## config.mk

```make
export PLATFORM = sky130hd
export DESIGN_NAME = ir_cmd_dispatch_flat
export DESIGN_NICKNAME = d
export VERILOG_FILES = /design/src/rtl/ir_cmd_dispatch_pkg.sv /design/src/rtl/ir_cmd_dispatch_if.sv /design/src/rtl/ir_cmd_dispatch_code_match.sv /design/src/rtl/ir_cmd_dispatch.sv /design/src/flat_wrapper.sv
export SDC_FILE = /design/constraint.sdc
export NUM_CORES = 1
export LEC_CHECK = 0
export ABC_AREA = 1
export BUFFER_PORTS_ARGS = -buffer_cell sky130_fd_sc_hd__buf_4
export CAP_MARGIN = 0
export CORE_AREA = 2 2 112 114
export DETAILED_ROUTE_END_ITERATION = 8
export DIE_AREA = 0 0 114 116
export HOLD_SLACK_MARGIN = 0.06
export REMOVE_ABC_BUFFERS = 1
export SKIP_CTS_REPAIR_TIMING = 1
export SYNTH_ARGS = -nofsm -noshare
export SYNTH_HDL_FRONTEND = slang
export SYNTH_HIERARCHICAL = 1
export SYNTH_SLANG_ARGS = --single-unit
```

## constraint.sdc

```tcl
create_clock -name clk -period 4 [get_ports clk]
set_clock_uncertainty 0.15 [all_clocks]
set_input_delay 0.2 -clock clk [delete_from_list [all_inputs] [get_ports clk]]
set_output_delay 0.2 -clock clk [all_outputs]
set_load 0.01 [all_outputs]
```

## src/rtl/ir_cmd_dispatch_pkg.sv

```systemverilog
// Shared definitions for the IR command dispatcher: FSM states, default NEC remote codes,
// channel indices and a small index-width helper.
package ir_cmd_dispatch_pkg;

  typedef enum logic {
    IDLE = 1'b0,
    HOLD = 1'b1
  } state_e;

  localparam logic [7:0] DEF_NEC_ADDR  = 8'h00;

  localparam logic [7:0] CODE_FWD      = 8'h18;
  localparam logic [7:0] CODE_BACK     = 8'h52;
  localparam logic [7:0] CODE_LEFT     = 8'h08;
  localparam logic [7:0] CODE_RIGHT    = 8'h5A;
  localparam logic [7:0] CODE_AUTO     = 8'h16;
  localparam logic [7:0] CODE_DANCE    = 8'h19;
  localparam logic [7:0] CODE_SHUTDOWN = 8'h0D;
  localparam logic [7:0] CODE_HEAD     = 8'h0C;
  localparam logic [7:0] CODE_FLASH    = 8'h5E;
  localparam logic [7:0] CODE_STOP     = 8'h45;

  localparam int CH_FWD      = 0;
  localparam int CH_BACK     = 1;
  localparam int CH_LEFT     = 2;
  localparam int CH_RIGHT    = 3;
  localparam int CH_AUTO     = 0;
  localparam int CH_DANCE    = 1;
  localparam int CH_SHUTDOWN = 2;
  localparam int CH_HEAD     = 3;
  localparam int CH_FLASH    = 4;

  // Channel i occupies bits [8i+7:8i], so the first-listed code sits at the MSB end.
  localparam logic [31:0] DEF_MOM_CODES = {CODE_RIGHT, CODE_LEFT, CODE_BACK, CODE_FWD};
  localparam logic [39:0] DEF_TOG_CODES = {CODE_FLASH, CODE_HEAD, CODE_SHUTDOWN, CODE_DANCE, CODE_AUTO};

  function automatic int idx_w(input int n);
    return (n > 1) ? $clog2(n) : 1;
  endfunction

endpackage

```

## src/rtl/ir_cmd_dispatch_if.sv

```systemverilog
// Decoded NEC frame stream plus the brake level, from the IR receiver side into the dispatcher.
// frame_valid and frame_repeat are single-cycle pulses with no back-pressure; there is no ready.
interface ir_cmd_dispatch_if;
  logic       frame_valid;
  logic [7:0] frame_addr;
  logic [7:0] frame_cmd;
  logic       frame_repeat;
  logic       brake_in;

  modport master (
    output frame_valid, frame_addr, frame_cmd, frame_repeat, brake_in
  );

  modport slave (
    input frame_valid, frame_addr, frame_cmd, frame_repeat, brake_in
  );
endinterface

```

## src/rtl/ir_cmd_dispatch_code_match.sv

```systemverilog
// Combinational lookup of an 8-bit command in a packed code table; the lowest matching
// channel index wins when a code appears more than once.
module ir_code_match #(
  parameter int N  = 4,
  parameter int IW = 2
) (
  input  logic [7:0]     i_code,
  input  logic [N*8-1:0] i_code_table,
  output logic           o_hit,
  output logic [IW-1:0]  o_idx
);

  always_comb begin
    o_hit = 1'b0;
    o_idx = '0;
    for (int i = N - 1; i >= 0; i--) begin
      if (i_code_table[8*i +: 8] == i_code) begin
        o_hit = 1'b1;
        o_idx = i[IW-1:0];
      end
    end
  end

endmodule

```

## src/rtl/ir_cmd_dispatch.sv

```systemverilog
// Fans decoded NEC frames out to momentary drive channels (held by repeat codes, timed out
// otherwise) and latched toggle channels, with brake and stop override.
module ir_cmd_dispatch
  import ir_cmd_dispatch_pkg::*;
#(
  parameter int               CLK_HZ    = 100_000_000,
  parameter int               HOLD_MS   = 120,
  parameter int               NUM_MOM   = 4,
  parameter int               NUM_TOG   = 5,
  parameter logic [7:0]       NEC_ADDR  = DEF_NEC_ADDR,
  parameter logic [NUM_MOM*8-1:0] MOM_CODES = DEF_MOM_CODES,
  parameter logic [NUM_TOG*8-1:0] TOG_CODES = DEF_TOG_CODES,
  parameter logic [7:0]       STOP_CODE = CODE_STOP
) (
  input  logic               clk,
  input  logic               reset,
  ir_cmd_dispatch_if.slave   frm,
  output logic [NUM_MOM-1:0] mom_out,
  output logic [NUM_TOG-1:0] tog_out,
  output logic               stop_pulse,
  output logic               active,
  output logic [7:0]         last_cmd,
  output logic [7:0]         err_cnt,
  output state_e             dbg_state
);

  localparam int HOLD_CYC = CLK_HZ / 1000 * HOLD_MS;
  localparam int CW       = $clog2(HOLD_CYC + 1);
  localparam int MIW      = idx_w(NUM_MOM);
  localparam int TIW      = idx_w(NUM_TOG);
  localparam logic [CW-1:0] HOLD_LD = CW'(HOLD_CYC);

  state_e             r_state, w_state_nxt;
  logic [CW-1:0]      r_cnt, w_cnt_nxt;
  logic [NUM_MOM-1:0] r_mom, w_mom_nxt;
  logic [NUM_TOG-1:0] r_tog, w_tog_nxt;
  logic               r_stop, w_stop_nxt;
  logic [7:0]         r_last, w_last_nxt;
  logic [7:0]         r_err, w_err_nxt;

  logic               w_mom_hit, w_tog_hit;
  logic [MIW-1:0]     w_mom_idx;
  logic [TIW-1:0]     w_tog_idx;
  logic               w_addr_ok, w_is_stop, w_mom_frame, w_tog_frame, w_known;
  logic [NUM_MOM-1:0] w_mom_onehot;
  logic [NUM_TOG-1:0] w_tog_onehot;

  ir_code_match #(.N(NUM_MOM), .IW(MIW)) u_mom_match (
    .i_code       (frm.frame_cmd),
    .i_code_table (MOM_CODES),
    .o_hit        (w_mom_hit),
    .o_idx        (w_mom_idx)
  );

  ir_code_match #(.N(NUM_TOG), .IW(TIW)) u_tog_match (
    .i_code       (frm.frame_cmd),
    .i_code_table (TOG_CODES),
    .o_hit        (w_tog_hit),
    .o_idx        (w_tog_idx)
  );

  // Priority: stop over momentary over toggle, all gated by the address check.
  assign w_addr_ok    = frm.frame_valid && (frm.frame_addr == NEC_ADDR);
  assign w_is_stop    = w_addr_ok && (frm.frame_cmd == STOP_CODE);
  assign w_mom_frame  = w_addr_ok && !w_is_stop && w_mom_hit;
  assign w_tog_frame  = w_addr_ok && !w_is_stop && !w_mom_hit && w_tog_hit;
  assign w_known      = w_is_stop || w_mom_frame || w_tog_frame;
  assign w_mom_onehot = NUM_MOM'(1) << w_mom_idx;
  assign w_tog_onehot = NUM_TOG'(1) << w_tog_idx;

  always_ff @(posedge clk) begin
    if (reset) begin
      r_state <= IDLE;
      r_cnt   <= '0;
      r_mom   <= '0;
      r_tog   <= '0;
      r_stop  <= 1'b0;
      r_last  <= 8'h00;
      r_err   <= 8'h00;
    end else begin
      r_state <= w_state_nxt;
      r_cnt   <= w_cnt_nxt;
      r_mom   <= w_mom_nxt;
      r_tog   <= w_tog_nxt;
      r_stop  <= w_stop_nxt;
      r_last  <= w_last_nxt;
      r_err   <= w_err_nxt;
    end
  end

  always_comb begin
    w_state_nxt = r_state;
    w_cnt_nxt   = r_cnt;
    w_mom_nxt   = r_mom;
    w_tog_nxt   = r_tog;
    w_stop_nxt  = 1'b0;
    w_last_nxt  = r_last;
    w_err_nxt   = r_err;

    if (frm.frame_valid && !w_known && (r_err != 8'hFF)) begin
      w_err_nxt = r_err + 8'd1;
    end
    if (w_known) begin
      w_last_nxt = frm.frame_cmd;
    end
    if (w_tog_frame) begin
      w_tog_nxt = r_tog ^ w_tog_onehot;
    end

    case (r_state)
      IDLE: begin
        if (w_mom_frame) begin
          w_mom_nxt   = w_mom_onehot;
          w_cnt_nxt   = HOLD_LD;
          w_state_nxt = HOLD;
        end
      end
      HOLD: begin
        // A full frame in the same cycle shadows any repeat pulse.
        if (w_mom_frame) begin
          w_mom_nxt = w_mom_onehot;
          w_cnt_nxt = HOLD_LD;
        end else if (frm.frame_repeat && !frm.frame_valid) begin
          w_cnt_nxt = HOLD_LD;
        end else if (r_cnt <= CW'(1)) begin
          w_mom_nxt   = '0;
          w_cnt_nxt   = '0;
          w_state_nxt = IDLE;
        end else begin
          w_cnt_nxt = r_cnt - CW'(1);
        end
      end
      default: begin
        w_mom_nxt   = '0;
        w_cnt_nxt   = '0;
        w_state_nxt = IDLE;
      end
    endcase

    if (w_is_stop || frm.brake_in) begin
      w_mom_nxt   = '0;
      w_cnt_nxt   = '0;
      w_state_nxt = IDLE;
    end
    w_stop_nxt = w_is_stop;
  end

  assign mom_out    = r_mom;
  assign tog_out    = r_tog;
  assign stop_pulse = r_stop;
  assign active     = (r_state == HOLD);
  assign last_cmd   = r_last;
  assign err_cnt    = r_err;
  assign dbg_state  = r_state;

endmodule

```

## src/flat_wrapper.sv

```systemverilog
// flat-port wrapper written by rule: the top's interface ports become plain ports
module ir_cmd_dispatch_flat import ir_cmd_dispatch_pkg::*;
#(
  parameter int               CLK_HZ    = 100_000_000,
  parameter int               HOLD_MS   = 120,
  parameter int               NUM_MOM   = 4,
  parameter int               NUM_TOG   = 5,
  parameter logic [7:0]       NEC_ADDR  = DEF_NEC_ADDR,
  parameter logic [NUM_MOM*8-1:0] MOM_CODES = DEF_MOM_CODES,
  parameter logic [NUM_TOG*8-1:0] TOG_CODES = DEF_TOG_CODES,
  parameter logic [7:0]       STOP_CODE = CODE_STOP
)
  (clk, reset, mom_out, tog_out, stop_pulse, active, last_cmd, err_cnt, dbg_state, frm_frame_valid, frm_frame_addr, frm_frame_cmd, frm_frame_repeat, frm_brake_in);
  ir_cmd_dispatch_if frm_i ();
  input  logic clk;
  input  logic reset;
  output logic [NUM_MOM-1:0] mom_out;
  output logic [NUM_TOG-1:0] tog_out;
  output logic stop_pulse;
  output logic active;
  output logic [7:0] last_cmd;
  output logic [7:0] err_cnt;
  output state_e dbg_state;
  input wire logic [$bits(frm_i.frame_valid)-1:0] frm_frame_valid;
  input wire logic [$bits(frm_i.frame_addr)-1:0] frm_frame_addr;
  input wire logic [$bits(frm_i.frame_cmd)-1:0] frm_frame_cmd;
  input wire logic [$bits(frm_i.frame_repeat)-1:0] frm_frame_repeat;
  input wire logic [$bits(frm_i.brake_in)-1:0] frm_brake_in;
  assign frm_i.frame_valid = frm_frame_valid;
  assign frm_i.frame_addr = frm_frame_addr;
  assign frm_i.frame_cmd = frm_frame_cmd;
  assign frm_i.frame_repeat = frm_frame_repeat;
  assign frm_i.brake_in = frm_brake_in;
  ir_cmd_dispatch #(.CLK_HZ(CLK_HZ), .HOLD_MS(HOLD_MS), .NUM_MOM(NUM_MOM), .NUM_TOG(NUM_TOG), .NEC_ADDR(NEC_ADDR), .MOM_CODES(MOM_CODES), .TOG_CODES(TOG_CODES), .STOP_CODE(STOP_CODE)) u_core (.clk(clk), .reset(reset), .frm(frm_i), .mom_out(mom_out), .tog_out(tog_out), .stop_pulse(stop_pulse), .active(active), .last_cmd(last_cmd), .err_cnt(err_cnt), .dbg_state(dbg_state));
endmodule
```

==> results.yml, run 1 <==
cts:
  numCtsBuffers: 5
  clkTransAtPathRegs_ns: 0.06
  cts-htree-levels: 2
  clock-root-buffer: "clkbuf_16"
  clock_path_buffers: 2
  clkLatencyLatePin_ns: 0.29
  tritoncts: "yes"
  clkSinkCount: 51
critical_path:
  worst-endpoint-required_ns: 4.03
  timing.critical_path.fanout_max: 18
  critical_path.max_stage_delay_ns: 0.52
  path_class: "in2reg"
  worstPathArrival_ns: 2.18
  cp-start-kind: "input port"
  crit_path_cell_trace: "dlygate4sd3_1 > buf_4 > clkinv_1 > nand3_2 > inv_1 > o21ai_0 > a21oi_1"
  cpMaxStageDelayCell: "dlygate4sd3_1"
  setup.worst_path.end_class: "register"
routing:
  m1WireLength_mm: 5.285
  top_layer_used: "met4"
  vias_per_cell: 4.116
  finalWirelength_mm: 10.22
  dr.first_iter.drc_count: 221
  dr_wl_met3_um: 356
  drt-wirelength-per-cell_um: 9.756
  vias: 4314
  final_antenna_net_count: 0
  drc: 0
  drt_pre_antenna_iters: 4
  dr_wl_met2_mm: 4.468
synth:
  synth_ff_type: "dfxtp_1"
  synth_async_sr_flop_share_pct: 0
  postSynthRegisterBits: 51
  synth.yosys.seq_area_share_pct: 22.92
  gate_count_of_the_mapped_netlist: 762
  syn-cell-area_um2: 4454
  syn_area_per_cell_um2: 5.846
  synth_cell_types: 32
  yosysWarningCount: 6
  synth-edff-count: 0
die:
  chipHeight_um: 116
  core_region_area_um2: 11910
  io-pin-count: 49
  die_area_um2: 13220
  placement_rows: 40
  die_w_um: 114
  starting_density_of_the_core_pct: 37.39
hold_path:
  holdCritPathClass: "in2reg"
finish:
  final_nets: 924
  seqCellArea_um2: 1021
  final_common_cell: "nand2_1"
  synthToLayoutAreaGrowth_pct: 20.79
  final_layout_size_suffix_gt1_share_pct: 12.43
  utilization_pct: 45.17
  final_cell_count_no_fill: 1048
  multiInputGateArea_um2: 3253
  antenna-diode-count: 0
  layout_common_cells: "nand2_1 (250), nor2_1 (129), conb_1 (101)"
  fill_cell_count: 1310
run_status:
  status: "finished clean"
placement:
  routabilityCongestion: 0.8286
  place.detailed.instances: 1038
  final_hpwl_dp_mm: 8.067
  place_worst_setup_slack_ns: 1.600
  port_buffers: 48
sta:
  setup-violations-final: 0
  grt_setup_unrepaired: "no"
  setup-tns-final_ns: 0
  finalMaxSlewViolations: 0
  period_minus_slack_ns: 2.156
  fmax_mhz: 463.8
  setup_ws_ns: 1.844
  hold_viol: 0
  period_share_pct: 53.90
grt:
  first_global_vias: 3869
  globalRouteOverflowTotal: 0
  antenna_violations_before_repair: 0
  grt_max_degree: 19
  grt.total_usage_pct: 16.59
  grt_pass1_wl_mm: 17.97
power_and_ir_drop:
  power.ir.vdd_worst_uv: 163.8
  leakagePower_nw: 2.724
  powerDensity_nw_per_um2: 212.0
run:
  timing.max_cap.violations: 0
==> worst paths after layout <==
path	depth (start not counted)	to	slack, ns	start
setup reg to reg	9	u_core/r_cnt[3]	2.07	u_core/r_cnt[0]
hold / removal	4	u_core/active	0.08	frm_frame_valid
setup / recovery	7	u_core/r_cnt[17]	1.84	reset
hold reg to reg	2	u_core/r_cnt[1]	0.34	u_core/r_cnt[1]
==> state kept, by name, summed over array words and instances (netlist names) <==
signal             flops
u_core/r_cnt          24
u_core/active          1
u_core/mom_out         4
u_core/tog_out         5
u_core/err_cnt         8
u_core/last_cmd        8
u_core/stop_pulse      1
==> metrics by stage <==
step	total power, mW	area, µm²	hold slack, ns
global route	1.210	5380	0.08482
floorplan	0.6622	4671	0.1191
detailed placement	0.7245	5215	0.3301
CTS	1.153	5360	0.02852
global placement	0.7238	5215	0.3294
finish	1.140	5380	0.08276
==> routing by layer <==
metal,vias to the layer above,global-route usage (%)
met5,-,0
met4,0,3.577
met3,10,2.720
met2,51,26.39
met1,1766,23.70
li1,2487,-
==> power breakdown <==
group / internal, mW / leakage [nW] / switching, mW
combinational: 0.0801 / 2.25 / 0.122
clock: 0.231 / 0.0658 / 0.195
sequential: 0.509 / 0.411 / 0.00251
total: 0.820 / 2.72 / 0.320
==> cell usage after synthesis (7+ instances only) <==
cell | n | area [µm²]
nand4_1 | 17 | 106.4
xnor2_1 | 33 | 289.0
nand2_2 | 8 | 50.05
inv_1 | 84 | 315.3
nor2_4 | 7 | 78.83
inv_2 | 19 | 71.32
nand2_1 | 250 | 938.4
nor2_1 | 129 | 484.2
dfxtp_1 | 51 | 1021
a21oi_1 | 38 | 190.2
xor2_1 | 29 | 254.0
nand3_1 | 30 | 150.1
o21ai_0 | 15 | 75.07
buf_6 | 9 | 101.4
nor2_2 | 12 | 75.07
==> area by class of cell <==
type	count	area share (%)
well taps	147	3.419
multi-input cells	687	60.47
flip-flops and latches	51	18.98
clock inverters	3	0.3721
repair buffers	50	7.070
clock buffers	5	2.326
inverters	105	7.372
==> logic make-up (layout without fill, tap and decap cells) <==
logic type                 Yosys count  count (layout)  share of synthesized area, %
AOI/OAI and AO/OA                   57              57                         6.629
and+or+nand+nor                    462             462                         44.13
xor gates and xnor gates            64              64                         12.92
buffers and inverters              123             163                         12.39
adders and majority gates            3               3                        0.8428
DFF                                 51              51                         22.92
other                                2             101                        0.1686
==> worst max-delay path: cells and delay by family <==
family	cells	cell delay, ns
compound gates	2	0.21
simple gates	1	0.43
buf+inv	4	1.33
(Power assumes the default switching activity.)
==> run 2: changes to the inputs <==
clock period = 2 ns   (was 4 ns; I/O delays follow)
==> run 2 against run 1 <==
Against the previous run:
- setup slack worse by 1.7 ns
- hold slack worse by 0.0012 ns
- critical path type is now reg2reg
- highest routed layer unchanged
- non-clock buffer count up 25
- via count up 4.0%
- register-to-register slack worse by 1.9 ns
- power up 110%
- cell area up 4.6%
==> results.yml, run 2 (synthesized netlist as in run 1, its figures left out) <==
sta:
  setup-violations-final: 0
  grt_setup_unrepaired: "yes"
  period_minus_slack_ns: 1.838
  hold_slack_ns: 0.08156
  period_share_pct: 91.89
  fmax_mhz: 544.1
  finalMaxSlewViolations: 0
  hold_viol: 0
  setup_ws_ns: 0.1622
die:
  die_w_um: 114
  placement_rows: 40
  starting_density_of_the_core_pct: 37.39
  io-pin-count: 49
  chipHeight_um: 116
  core_region_area_um2: 11910
  die_area_um2: 13220
cts:
  clkSinkCount: 51
  clock_path_buffers: 2
  clkLatencyLatePin_ns: 0.30
  clock-root-buffer: "clkbuf_16"
  cts-htree-levels: 2
  clkTransAtPathRegs_ns: 0.07
  numCtsBuffers: 5
  tritoncts: "yes"
finish:
  layout_common_cells: "nand2_1 (250), nor2_1 (129), conb_1 (101)"
  fill_cell_count: 1288
  seqCellArea_um2: 1022
  final_cell_count_no_fill: 1073
  synthToLayoutAreaGrowth_pct: 26.29
  final_common_cell: "nand2_1"
  final_layout_size_suffix_gt1_share_pct: 14.90
  final_nets: 949
  largest_register_ff_count: 24
  multiInputGateArea_um2: 3258
  antenna-diode-count: 0
  register_with_the_most_flip_flops: "u_core/r_cnt"
power_and_ir_drop:
  powerDensity_nw_per_um2: 433.1
  leakagePower_nw: 2.871
  power.combinational.fraction_pct: 17.8
  power.ir.vdd_worst_uv: 397.4
  part_of_the_total_power_dissipated_in_the_clock_network_pct: 40.1
  internal_power_mw: 1.791
  power.switching_uw: 645.3
  seqPwrFrac_pct: 42.1
  power.switching_fraction_pct: 26.48
critical_path:
  path_class: "reg2reg"
  timing.critical_path.fanout_max: 7
  worst-endpoint-required_ns: 2.09
  cp-start-kind: "register"
  worstPathArrival_ns: 1.93
  setup.worst_path.end_class: "register"
routing:
  drt-wirelength-per-cell_um: 10.01
  drt_pre_antenna_iters: 5
  vias: 4486
  drc: 0
  vias_per_cell: 4.181
  final_antenna_net_count: 0
  finalWirelength_mm: 10.74
  dr.first_iter.drc_count: 159
grt:
  grt.total_usage_pct: 16.97
  grt_pass1_wl_mm: 18.44
  globalRouteOverflowTotal: 0
  grt_max_degree: 18
  first_global_vias: 4057
  antenna_violations_before_repair: 0
placement:
  final_hpwl_dp_mm: 8.414
  port_buffers: 48
  routabilityCongestion: 0.8873
  place.detailed.instances: 1059
  place_worst_setup_slack_ns: -0.01700
hold_path:
  holdCritPathClass: "in2reg"
run:
  timing.max_cap.violations: 0
run_status:
  status: "finished clean"
==> run 2: per-layer routing <==
layer  GRT usage [%]  share of wire (%)
met5               0                  0
met4           2.764               0.59
met3           3.609                3.5
met2           29.40                 45
met1           22.14                 51
==> run 2: worst paths after layout <==
| path | start | endpoint | slack [ns] | cells after the start |
|---|---|---|---|---|
| worst max-delay path | u_core/r_cnt[0] | u_core/r_cnt[11] | 0.16 | 11 |
| worst min-delay path | frm_frame_cmd[2] | u_core/last_cmd[2] | 0.08 | 5 |
| worst max register to register | u_core/r_cnt[0] | u_core/r_cnt[11] | 0.16 | 11 |
| worst min register to register | u_core/r_cnt[1] | u_core/r_cnt[1] | 0.34 | 2 |
==> run 2: per-stage QoR <==
| step | area [µm²] | total power, mW | util, % | TNS, ns |
|---|---|---|---|---|
| final | 5625 | 2.437 | 47.23 | 0 |
| after global routing | 5625 | 2.578 | 47.23 | -0.04343 |
| after detailed placement | 5398 | 1.470 | 45.32 | -0.04505 |
| after floorplan | 4671 | 1.324 | - | 0 |
| after global placement | 5398 | 1.470 | 45.32 | -0.01362 |
| after CTS | 5567 | 2.449 | 46.73 | 0 |
==> run 2: power groups by stage <==
stage / Combinational (mW) / Clock [mW] / Sequential [mW]
after floorplan: 0.276 / 0 / 1.05
after global placement: 0.422 / 0 / 1.05
after detailed placement: 0.423 / 0 / 1.05
after CTS: 0.425 / 1.00 / 1.02
after global routing: 0.504 / 1.05 / 1.03
final: 0.435 / 0.977 / 1.02
==> run 2: final cells by class <==
class,instances,area share [%]
Sequential cell,51,18.17
Multi-Input combinational cell,687,57.92
Tap cell,147,3.270
Clock inverter,3,0.7785
Timing Repair Buffer,75,10.59
Clock buffer,5,2.224
Inverter,105,7.051
==> run 2: worst max-delay path: stages (launching register included) <==
cell,delay (ns)
dfxtp_1,0.37
inv_1,0.11
ha_1,0.24
nand2_2,0.13
nor2_4,0.08
nor2_4,0.13
inv_1,0.05
nand2_1,0.21
nand2_1,0.08
nor2_1,0.12
nor2_1,0.05
nor2_1,0.07
